<file path="src/rtl/fetch_pkg.sv">
// -----------------------------------------------------------------------------
// fetch_pkg
// Shared definitions for the instruction fetch sequencer:
//   - fetch_state_e : sequencer state encoding (FETCH, WAIT, EXEC, HALT)
//   - INSN_NOP / INSN_EBREAK : instruction words the sequencer recognises
//   - DEFAULT_RESET_PC : boot address
//   - wdog_cnt_w() : watchdog counter width, never narrower than 8 bits
// -----------------------------------------------------------------------------
package fetch_pkg;

  typedef enum logic [1:0] {
    FETCH = 2'd0,
    WAIT  = 2'd1,
    EXEC  = 2'd2,
    HALT  = 2'd3
  } fetch_state_e;

  localparam logic [31:0] INSN_NOP         = 32'h0000_0013;
  localparam logic [31:0] INSN_EBREAK      = 32'h0010_0073;
  localparam logic [31:0] DEFAULT_RESET_PC = 32'h8000_0000;

  function automatic int wdog_cnt_w(input int cycles);
    int w;
    w = $clog2(cycles + 1);
    return (w < 8) ? 8 : w;
  endfunction

endpackage

</file>
<file path="src/rtl/fetch_watchdog.sv">
// -----------------------------------------------------------------------------
// fetch_watchdog
// Counts consecutive cycles spent waiting for an instruction-memory response
// and flags a timeout on the last permitted WAIT cycle.
//
// Ports:
//   clk      in   system clock, rising edge
//   rst      in   asynchronous active-low reset
//   in_wait  in   sequencer is in WAIT this cycle
//   timeout  out  this WAIT cycle is the WDOG_CYCLES-th one
//
// Parameters:
//   WDOG_CYCLES  number of WAIT cycles allowed before timeout
// -----------------------------------------------------------------------------
module fetch_watchdog
  import fetch_pkg::*;
#(
  parameter int WDOG_CYCLES = 255
) (
  input  logic clk,
  input  logic rst,
  input  logic in_wait,
  output logic timeout
);

  localparam int CW = wdog_cnt_w(WDOG_CYCLES);

  logic [CW-1:0] cnt;

  // Held at zero outside WAIT, so every WAIT entry starts counting from zero.
  always_ff @(posedge clk or negedge rst) begin
    if (!rst) begin
      cnt <= '0;
    end else if (!in_wait) begin
      cnt <= '0;
    end else begin
      cnt <= cnt + CW'(1);
    end
  end

  // cnt holds the number of WAIT cycles already completed, so cnt equal to
  // WDOG_CYCLES-1 marks the final permitted cycle.
  assign timeout = in_wait && (cnt == CW'(WDOG_CYCLES - 1));

endmodule

</file>
<file path="src/rtl/fetch_sequencer.sv">
// -----------------------------------------------------------------------------
// fetch_sequencer
// Multi-cycle sequencer that drives a single-cycle RV32 datapath from a
// handshaked instruction memory. It owns the PC, fetches one word per
// instruction, holds it as cmd and emits a one-cycle commit strobe that
// gates register writeback and the PC update. It halts on ebreak or on a
// misaligned next PC.
//
// Optional feature: define FETCH_WDOG_EN to bound the WAIT state with a
// response watchdog (WDOG_CYCLES cycles); a timeout sets fetch_err and halts.
//
// Ports:
//   clk             in   system clock, rising edge
//   rst             in   asynchronous active-low reset
//   imem_req_valid  out  fetch request valid
//   imem_req_ready  in   memory accepts request
//   imem_addr       out  fetch address (equals pc)
//   imem_rsp_valid  in   read data valid
//   imem_rsp_data   in   instruction word
//   next_pc         in   PC computed by the datapath for the current cmd
//   cmd             out  held instruction word
//   pc              out  PC of cmd
//   commit          out  one-cycle strobe, high only in EXEC when retiring
//   halted          out  sticky halt indicator
//   fetch_err       out  sticky error (misalign, or watchdog when enabled)
//   instret         out  count of committed instructions
// -----------------------------------------------------------------------------
module fetch_sequencer
  import fetch_pkg::*;
#(
  parameter int              XLEN        = 32,
  parameter logic [XLEN-1:0] RESET_PC    = XLEN'(DEFAULT_RESET_PC),
  parameter int              WDOG_CYCLES = 255
) (
  input  logic            clk,
  input  logic            rst,
  output logic            imem_req_valid,
  input  logic            imem_req_ready,
  output logic [XLEN-1:0] imem_addr,
  input  logic            imem_rsp_valid,
  input  logic [31:0]     imem_rsp_data,
  input  logic [XLEN-1:0] next_pc,
  output logic [31:0]     cmd,
  output logic [XLEN-1:0] pc,
  output logic            commit,
  output logic            halted,
  output logic            fetch_err,
  output logic [63:0]     instret
);

  fetch_state_e state_q;
  fetch_state_e state_d;
  logic         started_q;
  logic         wdog_timeout;
  logic         is_ebreak;
  logic         misaligned;
  logic         err_event;

`ifdef FETCH_WDOG_EN
  fetch_watchdog #(
    .WDOG_CYCLES (WDOG_CYCLES)
  ) u_wdog (
    .clk     (clk),
    .rst     (rst),
    .in_wait (state_q == WAIT),
    .timeout (wdog_timeout)
  );
`else
  // Without the watchdog a response is awaited indefinitely.
  assign wdog_timeout = 1'b0;
`endif

  assign imem_addr  = pc;
  assign is_ebreak  = (cmd == INSN_EBREAK);
  assign misaligned = (next_pc[1:0] != 2'b00);

  // Next state and state-decoded outputs.
  always_comb begin
    state_d        = state_q;
    imem_req_valid = 1'b0;
    commit         = 1'b0;
    err_event      = 1'b0;
    unique case (state_q)
      FETCH: begin
        // started_q keeps the request low until the first edge after reset.
        imem_req_valid = started_q;
        if (started_q && imem_req_ready) begin
          state_d = WAIT;
        end
      end
      WAIT: begin
        // A response in the timeout cycle takes priority over the timeout.
        if (imem_rsp_valid) begin
          state_d = EXEC;
        end else if (wdog_timeout) begin
          state_d   = HALT;
          err_event = 1'b1;
        end
      end
      EXEC: begin
        if (is_ebreak) begin
          state_d = HALT;
        end else if (misaligned) begin
          state_d   = HALT;
          err_event = 1'b1;
        end else begin
          commit  = 1'b1;
          state_d = FETCH;
        end
      end
      HALT: begin
        state_d = HALT;
      end
      default: begin
        state_d = HALT;
      end
    endcase
  end

  always_ff @(posedge clk or negedge rst) begin
    if (!rst) begin
      state_q   <= FETCH;
      started_q <= 1'b0;
      halted    <= 1'b0;
      fetch_err <= 1'b0;
      instret   <= 64'd0;
    end else begin
      state_q   <= state_d;
      started_q <= 1'b1;
      if (state_d == HALT) begin
        halted <= 1'b1;
      end
      if (err_event) begin
        fetch_err <= 1'b1;
      end
      if (commit) begin
        instret <= instret + 64'd1;
      end
    end
  end

  // cmd and pc only move on response capture and commit, so both stay
  // stable from WAIT exit through the following EXEC and freeze in HALT.
  always_ff @(posedge clk or negedge rst) begin
    if (!rst) begin
      pc  <= RESET_PC;
      cmd <= INSN_NOP;
    end else begin
      if (state_q == WAIT && imem_rsp_valid) begin
        cmd <= imem_rsp_data;
      end
      if (commit) begin
        pc <= next_pc;
      end
    end
  end

endmodule

</file>
<file path="config.mk">
export PLATFORM = sky130hd
export DESIGN_NAME = fetch_sequencer
export DESIGN_NICKNAME = d
export VERILOG_FILES = /design/src/rtl/fetch_pkg.sv /design/src/rtl/fetch_watchdog.sv /design/src/rtl/fetch_sequencer.sv
export SDC_FILE = /design/constraint.sdc
export NUM_CORES = 1
export LEC_CHECK = 0
export ABC_AREA = 1
export BUFFER_PORTS_ARGS = -buffer_cell sky130_fd_sc_hd__buf_2
export CORE_UTILIZATION = 52
export CTS_CLUSTER_DIAMETER = 150
export DETAILED_ROUTE_END_ITERATION = 12
export GPL_TIMING_DRIVEN = 1
export PLACE_DENSITY_LB_ADDON = 0.3
export SLEW_MARGIN = 10
export SYNTH_ARGS = -nofsm -noshare
export SYNTH_HDL_FRONTEND = slang
export SYNTH_SLANG_ARGS = --single-unit
</file>
<file path="constraint.sdc">
create_clock -name clk -period 1.9 [get_ports clk]
set_input_delay 0.19 -clock clk [delete_from_list [all_inputs] [get_ports clk]]
set_output_delay 0.19 -clock clk [all_outputs]
set_load 0.02 [all_outputs]
</file>
[After elaboration in Yosys (flattened, before gate mapping)]
Cells that the tools add are included.
Widths: inputs -> output; s select.
Word-level totals
  flip-flop bits (word level): 133
  bits in latches: 0
  RAM bits: 0
  bits in read-only memories: 0
  input port bits: 68
  output and inout port bits: 164
  word-level logic and storage cells: 29
  memories: 0
Cells by class
  $add $sub $neg: 1
  $mul: 0
  div/mod/pow operators: 0
  $lt $le $gt $ge: 0
  equality and inequality tests: 5
  shift-type cells: 0
  multiplexer cells: 12
  bitwise logic cells: 0
  reductions and logical operators: 4
Operators with widths (count)
  $add 64x1->64 const B: 1
  $eq 32x21->1 const B: 1
  $mux 2: 4
  $pmux 2 s4: 1
  $mux 1: 7
  $eq 2x2->1 const B: 3
  $eq 2x1->1 const B: 1
  $logic_and 1x1->1: 2
  $logic_not 2->1: 1
  $reduce_bool 2->1: 1

[Logic depth before layout (Yosys ltp)]
  depth after elaboration: 5
  mapped depth: 11
  mapped depth without buffers: 11

[Worst setup path after synthesis]
OpenSTA, ideal clock, no wires.
  path type: reg-to-reg
  start: reg instret[0]
  end: reg instret[32]
  library setup time: 119 ps
  arrival time: 1701 ps
  data required time: 1781 ps
  path slack: 80 ps
  stages on the path, launching flop included: 10
  buffers on the path: 0
  clock period less this slack: 1820 ps
  cells stage by stage: dfrtp_1 > ha_1 > inv_2 > nor2_4 > nand2_2 > nor2_4 > nand2_1 > xnor2_1 > nand2_1 > nand2_1
Between the ends
  cells in the longest elaborated chain, start to end: 1
Ends and longest elaborated chain
  start, declared: line fetch_sequencer.sv:48  | output logic [63:0] instret
  start signal, assigned: line fetch_sequencer.sv:137  | instret <= instret + 64'd1;
  $add 64x1->64: line fetch_sequencer.sv:137
Every way passes these cells.
A chain may end at the register's enable or synchronous reset.

[Final worst setup path]
  start: reg cmd[4]
  end: out commit
Between the ends
  cells in the longest elaborated chain, start to end: 3
Ends and longest elaborated chain
  start, declared: line fetch_sequencer.sv:43  | output logic [31:0] cmd,
  start signal, assigned: line fetch_sequencer.sv:150  | cmd <= imem_rsp_data;
  $eq 32x21->1: line fetch_sequencer.sv:74  | assign is_ebreak = (cmd == INSN_EBREAK);
  $mux 1: line fetch_sequencer.sv:101  | if (is_ebreak) begin
  $mux 1: line fetch_sequencer.sv:83  | unique case (state_q)
  end, declared: line fetch_sequencer.sv:45  | output logic commit,
Every way passes these cells.

==> flow_summary_export.csv <==
group,metric,value,unit
layout,num-nets-final,1354,
yosys,syn_area,0.00741,mm²
routing,totalWireLength,25.4,mm
sta,fmax,0.523,GHz
pwr,p_int,7.16,mW
placed_design,io_buffers,231,
sta,setup_viol,1,
sta,slew_violations,0,
routing,via_count,7619,
worst_hold_path,hp-class,"input pin to register",
routing,dr.pass1.iters,5,
critical_path,criticalPathCategory,"register to output pin",
yosys,avgSynthCellArea,7.34,µm²
routing,drc,0,
global_route,grt_antenna_before_repair,0,
routing,ant_nets,0,
floorplanning,core.rowCount,43,
floorplanning,die_y,121,µm
critical_path,cp_data_arrival_time,1720,ps
clocking,cts_inserted_buffers,17,
yosys,syn_nets,1078,
routing,via_per_inst,5.15,
global_route,grt_overflow,0,
sta,period_share,101,%
critical_path,crit_path_end_kind,"output pin",
global_route,grt_pass1_wl,36.1,mm
layout,antenna_cells,0,
floorplanning,initial_utilization,53.4,%
critical_path,cp-start-kind,"register",
pwr,leakage,4.99,nW
routing,drtIter0Drc,599,
run_status,violations,"setup timing",
layout,area_growth,34.5,%
pwr,combPwrFrac,35.7,%
yosys,synth-seq-cells,133,
clocking,clkSinkCount,133,
sta,hold_viol_final,0,
floorplanning,fp.dieW,121,µm
yosys,yosysWarnings,0,
global_route,grt_max_degree,102,
pwr,p_seq_share,35.8,%
yosys,synthCells,1009,
flow_run,maxCapViolCount,0,
floorplanning,core_area,0.0139,mm²
pwr,netSwitchingPower,4.59,mW
sta,skew,11.4,ps
layout,layout_common_cells,"nand2_1 (480), buf_2 (229), dfrtp_1 (128)",
clocking,cts_root_buf,"clkbuf_16",
clocking,clkTransAtPathRegs,60,ps
clocking,clk_latency,430,ps
layout,final_common_cell,"nand2_1",
placed_design,placed_cells,1380,
yosys,netlist-cell-type-count,26,
placed_design,gp_congestion,0.955,
layout,fin_cells,1478,
yosys,yosysSeqAreaShare,45.0,%
critical_path,crit_required,1710,ps
sta,grt_setup_unrepaired,"true",
run_status,outcome,"complete, but fails checks",
pwr,p_per_area,1180,mW/mm²
critical_path,crit_fanout,2,
routing,wl_per_cell,17.2,µm
sta,worst_slack,-10.2,ps
floorplanning,dieArea,0.0147,mm²
clocking,cts_tree,"yes",
sta,whs,2.95,ps
pwr,ir_drop,1.09,mV
pwr,p_sw_share,39.1,%
placed_design,hpwl,15.9,mm
global_route,grt.total_usage,32.5,%
pwr,p_clk_share,28.5,%
layout,drive_above_1_share,28.7,%
sta,post-route-min-period,1910,ps
clocking,h-tree-depth,4,
clocking,clock_path_buffers,2,
global_route,grt_pass1_vias,7159,
floorplanning,ios,232,
repair_timing:
action | CTS | global route
gates cloned | 0 | 8
setup buffers | 5 | 1
setup endpoints to repair | 1 | 97
resized for setup | 7 | 16
hold buffers | 52 | 0
endpoints found under the hold margin | 95 | 0
pin swaps | 4 | 2
layout make-up:
type	instances	area, µm²
clock buffers	21	470
well taps	180	225
fillers	1081	3910
clock inverters	11	125
repair buffers	312	2060
flip-flops and latches	133	3330
multi-input cells	774	3570
inverters	47	184
state kept, by name, summed over array words and instances (netlist names):
| register | flops |
|---|---|
| imem_addr | 32 |
| cmd | 32 |
| halted | 1 |
| state_q | 2 |
| instret | 64 |
| fetch_err | 1 |
| started_q | 1 |
routing by layer:
layer / global-route usage [%] / vias up / routed length (µm)
li1: - / 3644 / -
met1: 39.0 / 3589 / 10100
met4: 14.4 / 0 / 909
met3: 6.67 / 64 / 1820
met5: 0 / - / 0
met2: 55.9 / 322 / 12600
per-stage QoR:
step	setup TNS [ps]	power (mW)	util [%]	instance area [µm²]	worst slack [ps]
3_5_place_dp	0	7.96	61.8	8580	45.4
3_3_place_gp	0	7.89	61.8	8580	131
5_1_grt	-159	12.2	71.8	9970	-85.8
2_1_floorplan	0	6.91	-	7410	80.0
4_1_cts	-616	11.4	70.3	9760	-53.0
6_report	-10.2	11.7	71.8	9970	-10.2
cells by family after synthesis:
logic type,Yosys count,share of synthesized area (%)
other,1,0.0506
xor gates and xnor gates,32,3.78
and+or+nand+nor,685,37.3
AOI/OAI and AO/OA,25,1.76
muxes,30,4.56
DFF,133,45.0
buffers and inverters,102,7.39
adders and majority gates,1,0.169
path summary, 6_finish.rpt:
path	startpoint	to	slack (ps)	depth (start not counted)
worst max register to register	cmd[4]	imem_addr[18]	80	11
max in group asynchronous	rst	cmd[4]	890	3
worst min register to register	halted	halted	470	2
worst max-delay path	cmd[4]	commit	-10	8
worst min-delay path	imem_rsp_data[0]	cmd[0]	3	2
min in group asynchronous	rst	instret[12]	270	2
cells in the mapped netlist:
| library cell | count | area share, % |
|---|---|---|
| buf_2 | 6 | 0.41 |
| inv_1 | 43 | 2.2 |
| o21ai_0 | 7 | 0.47 |
| o21ai_1 | 14 | 0.95 |
| nor2_4 | 8 | 1.2 |
| clkbuf_1 | 7 | 0.35 |
| nor2_2 | 11 | 0.93 |
| nand3_2 | 1 | 0.14 |
| dfrtp_1 | 129 | 44 |
| nand2_2 | 11 | 0.93 |
| a21oi_1 | 2 | 0.14 |
| o21bai_1 | 1 | 0.10 |
| inv_2 | 4 | 0.20 |
| xnor2_1 | 24 | 2.8 |
| mux2_2 | 30 | 4.6 |
| nand4_1 | 19 | 1.6 |
| nor2_1 | 131 | 6.6 |
| buf_4 | 42 | 4.3 |
| nand3_1 | 18 | 1.2 |
| nor3_1 | 2 | 0.14 |
| o31ai_1 | 1 | 0.10 |
| nand2_1 | 484 | 25 |
| xor2_1 | 8 | 0.95 |
| dfstp_2 | 4 | 1.4 |
| ha_1 | 1 | 0.17 |
| conb_1 | 1 | 0.051 |
critical path: stages, from the launching register on:
cell and delay, ps:
dfstp_2 540, nand2_1 70, nor3_2 110, nand2_1 80, nor2_2 130, nand2_2 90
nand3_4 100, inv_8 40, buf_6 120
power by group through the flow:
stage / combinational [mW] / clock [mW] / sequential (mW)
2_1_floorplan: 1.95 / 0 / 4.95
3_3_place_gp: 3.73 / 0 / 4.16
3_5_place_dp: 3.78 / 0 / 4.18
4_1_cts: 3.94 / 3.34 / 4.14
5_1_grt: 4.47 / 3.47 / 4.28
6_report: 4.19 / 3.35 / 4.21
No activity file was read; power rests on OpenSTA's default activity.
